[src/rtl/sram_ctrl_pkg.sv]
// rtl/sram_ctrl_pkg.sv - shared defaults, FSM type and buffer depth for the 1rw1r SRAM controller
package sram_ctrl_pkg;
  localparam int DEFAULT_DATA_WIDTH = 8;
  localparam int DEFAULT_ADDR_WIDTH = 6;
  localparam int RSP_DEPTH          = 2;

  typedef enum logic {INIT, RUN} ctrl_state_t;
endpackage

[src/rtl/sram_rsp_fifo.sv]
// rtl/sram_rsp_fifo.sv - 2-entry valid/ready read-response buffer with occupancy count
module sram_rsp_fifo
  import sram_ctrl_pkg::*;
#(
  parameter int WIDTH = DEFAULT_DATA_WIDTH
) (
  input  logic             clk,
  input  logic             rst,
  input  logic             in_valid,
  input  logic [WIDTH-1:0] in_data,
  output logic             out_valid,
  input  logic             out_ready,
  output logic [WIDTH-1:0] out_data,
  output logic [1:0]       occupancy
);
  localparam int         PW   = $clog2(RSP_DEPTH);
  localparam logic [1:0] FULL = 2'(RSP_DEPTH);

  logic [WIDTH-1:0] mem [RSP_DEPTH];
  logic [PW-1:0]    wptr;
  logic [PW-1:0]    rptr;
  logic [1:0]       count;
  logic             push;
  logic             pop;

  // A pop frees a slot in the same edge, so a full buffer still takes a push.
  assign pop       = out_valid & out_ready;
  assign push      = in_valid & ((count != FULL) | pop);
  assign out_valid = (count != 2'd0);
  assign out_data  = mem[rptr];
  assign occupancy = count;

  always_ff @(posedge clk) begin
    if (rst) begin
      wptr  <= '0;
      rptr  <= '0;
      count <= '0;
      for (int i = 0; i < RSP_DEPTH; i++) mem[i] <= '0;
    end else begin
      if (push) begin
        mem[wptr] <= in_data;
        wptr      <= wptr + PW'(1);
      end
      if (pop) rptr <= rptr + PW'(1);
      count <= count + 2'(push) - 2'(pop);
    end
  end
endmodule

[src/rtl/sram_1rw1r_ctrl.sv]
// rtl/sram_1rw1r_ctrl.sv - request/response controller for the 64x8 1rw1r OpenRAM macro
module sram_1rw1r_ctrl
  import sram_ctrl_pkg::*;
#(
  parameter int DATA_WIDTH     = DEFAULT_DATA_WIDTH,
  parameter int ADDR_WIDTH     = DEFAULT_ADDR_WIDTH,
  parameter bit CLEAR_ON_RESET = 1'b1
) (
  input  logic                  clk,
  input  logic                  rst,
  input  logic                  p0_req_valid,
  output logic                  p0_req_ready,
  input  logic                  p0_req_we,
  input  logic [ADDR_WIDTH-1:0] p0_req_addr,
  input  logic [DATA_WIDTH-1:0] p0_req_wdata,
  output logic                  p0_rsp_valid,
  input  logic                  p0_rsp_ready,
  output logic [DATA_WIDTH-1:0] p0_rsp_rdata,
  input  logic                  p1_req_valid,
  output logic                  p1_req_ready,
  input  logic [ADDR_WIDTH-1:0] p1_req_addr,
  output logic                  p1_rsp_valid,
  input  logic                  p1_rsp_ready,
  output logic [DATA_WIDTH-1:0] p1_rsp_rdata,
  output logic                  init_done,
  output logic                  sram_clk0,
  output logic                  sram_clk1,
  output logic                  sram_csb0,
  output logic                  sram_web0,
  output logic [ADDR_WIDTH-1:0] sram_addr0,
  output logic [DATA_WIDTH-1:0] sram_din0,
  input  logic [DATA_WIDTH-1:0] sram_dout0,
  output logic                  sram_csb1,
  output logic [ADDR_WIDTH-1:0] sram_addr1,
  input  logic [DATA_WIDTH-1:0] sram_dout1
);
  ctrl_state_t           state;
  ctrl_state_t           state_next;
  logic [ADDR_WIDTH-1:0] clr_cnt;
  logic [1:0]            inflight0;
  logic [1:0]            inflight1;
  logic [1:0]            occ0;
  logic [1:0]            occ1;
  logic [2:0]            out0;
  logic [2:0]            out1;
  logic                  credit0;
  logic                  credit1;
  logic                  hazard;
  logic                  clearing;
  logic                  acc0;
  logic                  acc1;

  assign sram_clk0 = clk;
  assign sram_clk1 = clk;

  // Outstanding reads: pipeline stages plus buffered responses must fit the buffer.
  assign out0    = 3'(inflight0[0]) + 3'(inflight0[1]) + 3'(occ0);
  assign out1    = 3'(inflight1[0]) + 3'(inflight1[1]) + 3'(occ1);
  assign credit0 = (out0 < 3'(RSP_DEPTH));
  assign credit1 = (out1 < 3'(RSP_DEPTH));
  assign acc0    = p0_req_valid & p0_req_ready;
  assign acc1    = p1_req_valid & p1_req_ready;

  always_ff @(posedge clk) begin
    if (rst) state <= INIT;
    else     state <= state_next;
  end

  always_comb begin
    state_next = state;
    case (state)
      INIT: if (!CLEAR_ON_RESET || (&clr_cnt)) state_next = RUN;
      RUN:  state_next = RUN;
    endcase
  end

  // Port 1 yields to a same-address port-0 write so the read sees the new data.
  always_comb begin
    init_done    = (state == RUN);
    clearing     = (state == INIT) && CLEAR_ON_RESET;
    hazard       = p0_req_valid && p0_req_we && p1_req_valid && (p0_req_addr == p1_req_addr);
    p0_req_ready = (state == RUN) && credit0;
    p1_req_ready = (state == RUN) && credit1 && !hazard;
  end

  always_ff @(posedge clk) begin
    if (rst) clr_cnt <= '0;
    else if (clearing) clr_cnt <= clr_cnt + ADDR_WIDTH'(1);
  end

  always_ff @(posedge clk) begin
    if (rst) begin
      sram_csb0  <= 1'b1;
      sram_web0  <= 1'b1;
      sram_addr0 <= '0;
      sram_din0  <= '0;
      sram_csb1  <= 1'b1;
      sram_addr1 <= '0;
    end else begin
      sram_csb0 <= ~(clearing | acc0);
      if (clearing) begin
        sram_web0  <= 1'b0;
        sram_addr0 <= clr_cnt;
        sram_din0  <= '0;
      end else if (acc0) begin
        sram_web0  <= ~p0_req_we;
        sram_addr0 <= p0_req_addr;
        sram_din0  <= p0_req_wdata;
      end
      sram_csb1 <= ~acc1;
      if (acc1) sram_addr1 <= p1_req_addr;
    end
  end

  // Stage 1 = macro samples the read, stage 2 = dout is captured into the buffer.
  always_ff @(posedge clk) begin
    if (rst) begin
      inflight0 <= '0;
      inflight1 <= '0;
    end else begin
      inflight0 <= {inflight0[0], acc0 & ~p0_req_we};
      inflight1 <= {inflight1[0], acc1};
    end
  end

  sram_rsp_fifo #(.WIDTH(DATA_WIDTH)) u_rsp0 (
    .clk       (clk),
    .rst       (rst),
    .in_valid  (inflight0[1]),
    .in_data   (sram_dout0),
    .out_valid (p0_rsp_valid),
    .out_ready (p0_rsp_ready),
    .out_data  (p0_rsp_rdata),
    .occupancy (occ0)
  );

  sram_rsp_fifo #(.WIDTH(DATA_WIDTH)) u_rsp1 (
    .clk       (clk),
    .rst       (rst),
    .in_valid  (inflight1[1]),
    .in_data   (sram_dout1),
    .out_valid (p1_rsp_valid),
    .out_ready (p1_rsp_ready),
    .out_data  (p1_rsp_rdata),
    .occupancy (occ1)
  );
endmodule
[config.mk]
export PLATFORM = sky130hd
export DESIGN_NAME = sram_1rw1r_ctrl
export DESIGN_NICKNAME = d
export VERILOG_FILES = /design/src/rtl/sram_ctrl_pkg.sv /design/src/rtl/sram_rsp_fifo.sv /design/src/rtl/sram_1rw1r_ctrl.sv
export SDC_FILE = /design/constraint.sdc
export NUM_CORES = 1
export LEC_CHECK = 0
export ABC_AREA = 1
export CAP_MARGIN = 15
export CORE_MARGIN = 2
export CORE_UTILIZATION = 48
export CTS_CLUSTER_SIZE = 30
export DETAILED_ROUTE_END_ITERATION = 8
export GPL_TIMING_DRIVEN = 0
export PLACE_DENSITY_LB_ADDON = 0.05
export SLEW_MARGIN = 15
export SYNTH_ARGS = -nofsm -noshare
export SYNTH_HDL_FRONTEND = slang
export SYNTH_SLANG_ARGS = --single-unit
[constraint.sdc]
create_clock -name clk -period 1.75 [get_ports clk]
set_input_delay 0.2625 -clock clk [delete_from_list [all_inputs] [get_ports clk]]
set_output_delay 0.2625 -clock clk [all_outputs]
set_load 0.05 [all_outputs]
==> summary.md, run 1 <==
| Metric | Value |
|---|---|
| Std cell rows | 30 |
| Sequential cell area | 1860 um2 |
| Setup TNS | -0.0190 ns |
| Leakage Power | 0.00205 uW |
| Final cycle utilization of the critical path | 1.01 |
| Number of diodes | 0 |
| Status | complete, but fails checks |
| Hold Crit Class | in -> reg |
| Clk network pwr share | 0.386 |
| Primary FF master, synth | dfxtp_1 |
| Core area | 6720 um2 |
| Seq cells post-synth | 76 |
| GPL Wtd Cong | 0.790 |
| Final Critical Period | 1.77 ns |
| Residual DRC | 0 |
| Sw power | 1330 uW |
| RSZ-0062 raised after global routing | yes |
| Sequential power share | 0.461 |
| Die Width | 86.6 um |
| Initial Util | 0.488 |
| Max_cap viols | 0 |
| Slew headroom | 0.640 |
| Number of global-route vias before repair | 2579 |
| Share of cells above drive strength 1 | 0.199 |
| Area contributors post-synth | edfxtp_1 (29%), dfxtp_1 (27%), nand2_1 (9.4%), nor2_1 (6.4%), inv_1 (5.7%) |
| WP data required | 1.49 ns |
| Yosys top cell area share | 0.293 |
| Nets | 521 |
| Reg2Reg Setup Slack | 0.11 ns |
| Drt pass-1 iters | 5 |
| Slew Limit Fails | 0 |
| Slew @ Worst Pin | 0.542 ns |
| Placed instance count | 535 |
| DIE AREA | 7510 um2 |
| Largest net degree at the start of global routing | 13 |
| DRT iter0 DRCs | 106 |
| Synthesized area per cell | 8.91 um2 |
| Crit-path max FO | 3 |
| Chip height | 86.6 um |
| Top-count cell post-synth | nand2_1 |
| Failing checks | setup timing |
| Cell count after synthesis | 368 |
| Routed vias | 2737 |
| Area of the multi-input gates | 1250 um2 |
| Combinational power share | 0.153 |
| Mapped cell area | 3280 um2 |
| DPL Wire Length | 5.04 mm |
| Fillers | 574 |
| Hold bufs inserted after CTS | 0 |
| Worst vdd ir | 0.915 mV |
| Final clock skew | 0.00844 ns |
| I/O Pins | 89 |
| TritonCTS clock tree | built |
| Area growth syn-to-layout | 35.9% |
| Setup-failing EPs final | 1 |
| Non-filler instance count after layout | 557 |
| Routed WL | 7.10 mm |
| Drt wl/cell | 12.7 um |
| DRT antenna net count | 0 |
| First-pass GRT wire length | 11.0 mm |
| Critical path type | reg -> out |
| Final setup margin | -0.0190 ns |
| Skew-Pair Late Insertion Delay | 0.44 ns |
| Overflow after GRT | 0 |
| Sequential share of the synthesized area | 0.562 |
| Global-route usage over all layers | 0.193 |
| Int Pwr | 2940 uW |
| Via density | 4.91 |
| Post-synth EDFFs | 32 |
| Netlist cell types | 28 |
| Final Core Density | 0.663 |
| Post-synth ARST share | 0 |
| Sw Share | 0.311 |
| Syn Nets | 417 |
| Leading area contributor after synthesis | edfxtp_1 |
| Crit. End Element | output port |
| I/O Buffers | 87 |
| Clock transition at path regs | 0.08 ns |
| Antenna violations before repair | 0 |
| Final Hold Viols | 0 |
| F_max | 565 MHz |
| Critical path launch point type | flip-flop |
| Yosys Warn Count | 0 |
| Cell Pwr Density | 958 nW/um2 |
| Arrival time at the worst endpoint | 1.51 ns |
| Top cells by count, synth | nand2_1 (82), nor2_1 (56), inv_1 (50) |
per-stage QoR:
| step | cell area (um2) | power, uW | hold slack [ns] | setup slack (ns) |
|---|---|---|---|---|
| finish | 4460 | 4270 | 0.154 | -0.0190 |
| global route | 4460 | 4450 | 0.156 | -0.0686 |
| CTS | 4370 | 4310 | 0.140 | -0.148 |
| detailed placement | 4260 | 3030 | 0.421 | -0.711 |
| global placement | 4260 | 3010 | 0.418 | -0.706 |
| floorplan | 3290 | 2680 | 0.346 | 0.0552 |
flip-flops by register name, indices dropped and copies added (netlist names), named ones only:
name,cells
u_rsp0.mem,16
u_rsp1.mem,16
sram_din0,8
clr_cnt,6
sram_addr0,6
sram_addr1,6
inflight0,2
inflight1,2
u_rsp0.occupancy,2
u_rsp1.occupancy,2
init_done,1
sram_csb0,1
sram_csb1,1
sram_web0,1
u_rsp0.rptr,1
u_rsp0.wptr,1
u_rsp1.rptr,1
u_rsp1.wptr,1
layout make-up:
class / instances / share of cell area
multi-input cells: 229 / 0.282
clock inverters: 5 / 0.00646
inverters: 52 / 0.0438
plain buffers: 9 / 0.0115
well taps: 80 / 0.0225
repair buffers: 89 / 0.174
flip-flops and latches: 76 / 0.416
clock buffers: 17 / 0.0441
repair_timing:
action                                  CTS  global route
pin swaps                                 1             4
resized for setup                       140            21
buffers inserted                          0             4
endpoints found under the setup margin   54            36
power by group through the flow:
stage / logic (uW) / registers, uW / clock network [uW]
global placement: 707 / 1980 / 327
global route: 702 / 1980 / 1770
CTS: 650 / 1970 / 1690
finish: 654 / 1970 / 1650
detailed placement: 721 / 1980 / 327
floorplan: 437 / 2000 / 246
worst paths after layout:
check                      start             endpoint  cells past startpoint
min                 p1_req_valid        sram_addr1[1]                      3
min reg2reg         inflight0[0]         inflight0[1]                      2
max reg2reg  u_rsp1.occupancy[0]  u_rsp1.occupancy[1]                     10
max                 inflight1[0]         p1_req_ready                      5
per-layer routing:
metal  up-vias  global-route usage  wire [um]
met5         -                   0          0
met4         0              0.0810         96
met3        10              0.0562        429
met2        87               0.335       3530
met1      1247               0.221       3030
li1       1393                   -          -
placed cells by master, fill, tap and decap left out, types with 8 or more instances in the layout:
cell type        count
nor2_1              55
clkdlybuf4s50_1     41
nand2_2              8
nand2_1             73
nand3_1             14
edfxtp_1            32
dlygate4sd2_1       24
buf_4                8
dfxtp_1             37
inv_1               48
clkbuf_8            13
o21ai_0              9
buf_2               19
mux2_2              16
a21oi_1             18
critical path, cell delays in order, from the launching register on:
cell and delay [ns]:
dfxtp_2 0.34, ha_4 0.23, nand2_2 0.05, nand3_2 0.11
nor2_4 0.16, buf_6 0.17
kinds of logic after synthesis:
logic type | after synthesis | share of synthesized area
AND/OR/NAND/NOR | 170 | 0.219
adder cells (fa/ha/maj) | 6 | 0.0229
multiplexers | 16 | 0.0550
AO/OA/AOI/OAI | 34 | 0.0561
flip-flops | 76 | 0.562
XOR/XNOR | 3 | 0.00802
buffers and inverters | 63 | 0.0771
(Power assumes the default switching activity.)
==> inputs of run 2 (changes only) <==
- GPL_ROUTABILITY_DRIVEN: not set -> 0
==> results of run 2 <==
The final DEF is identical to that of run 1; final timing and power are the same.
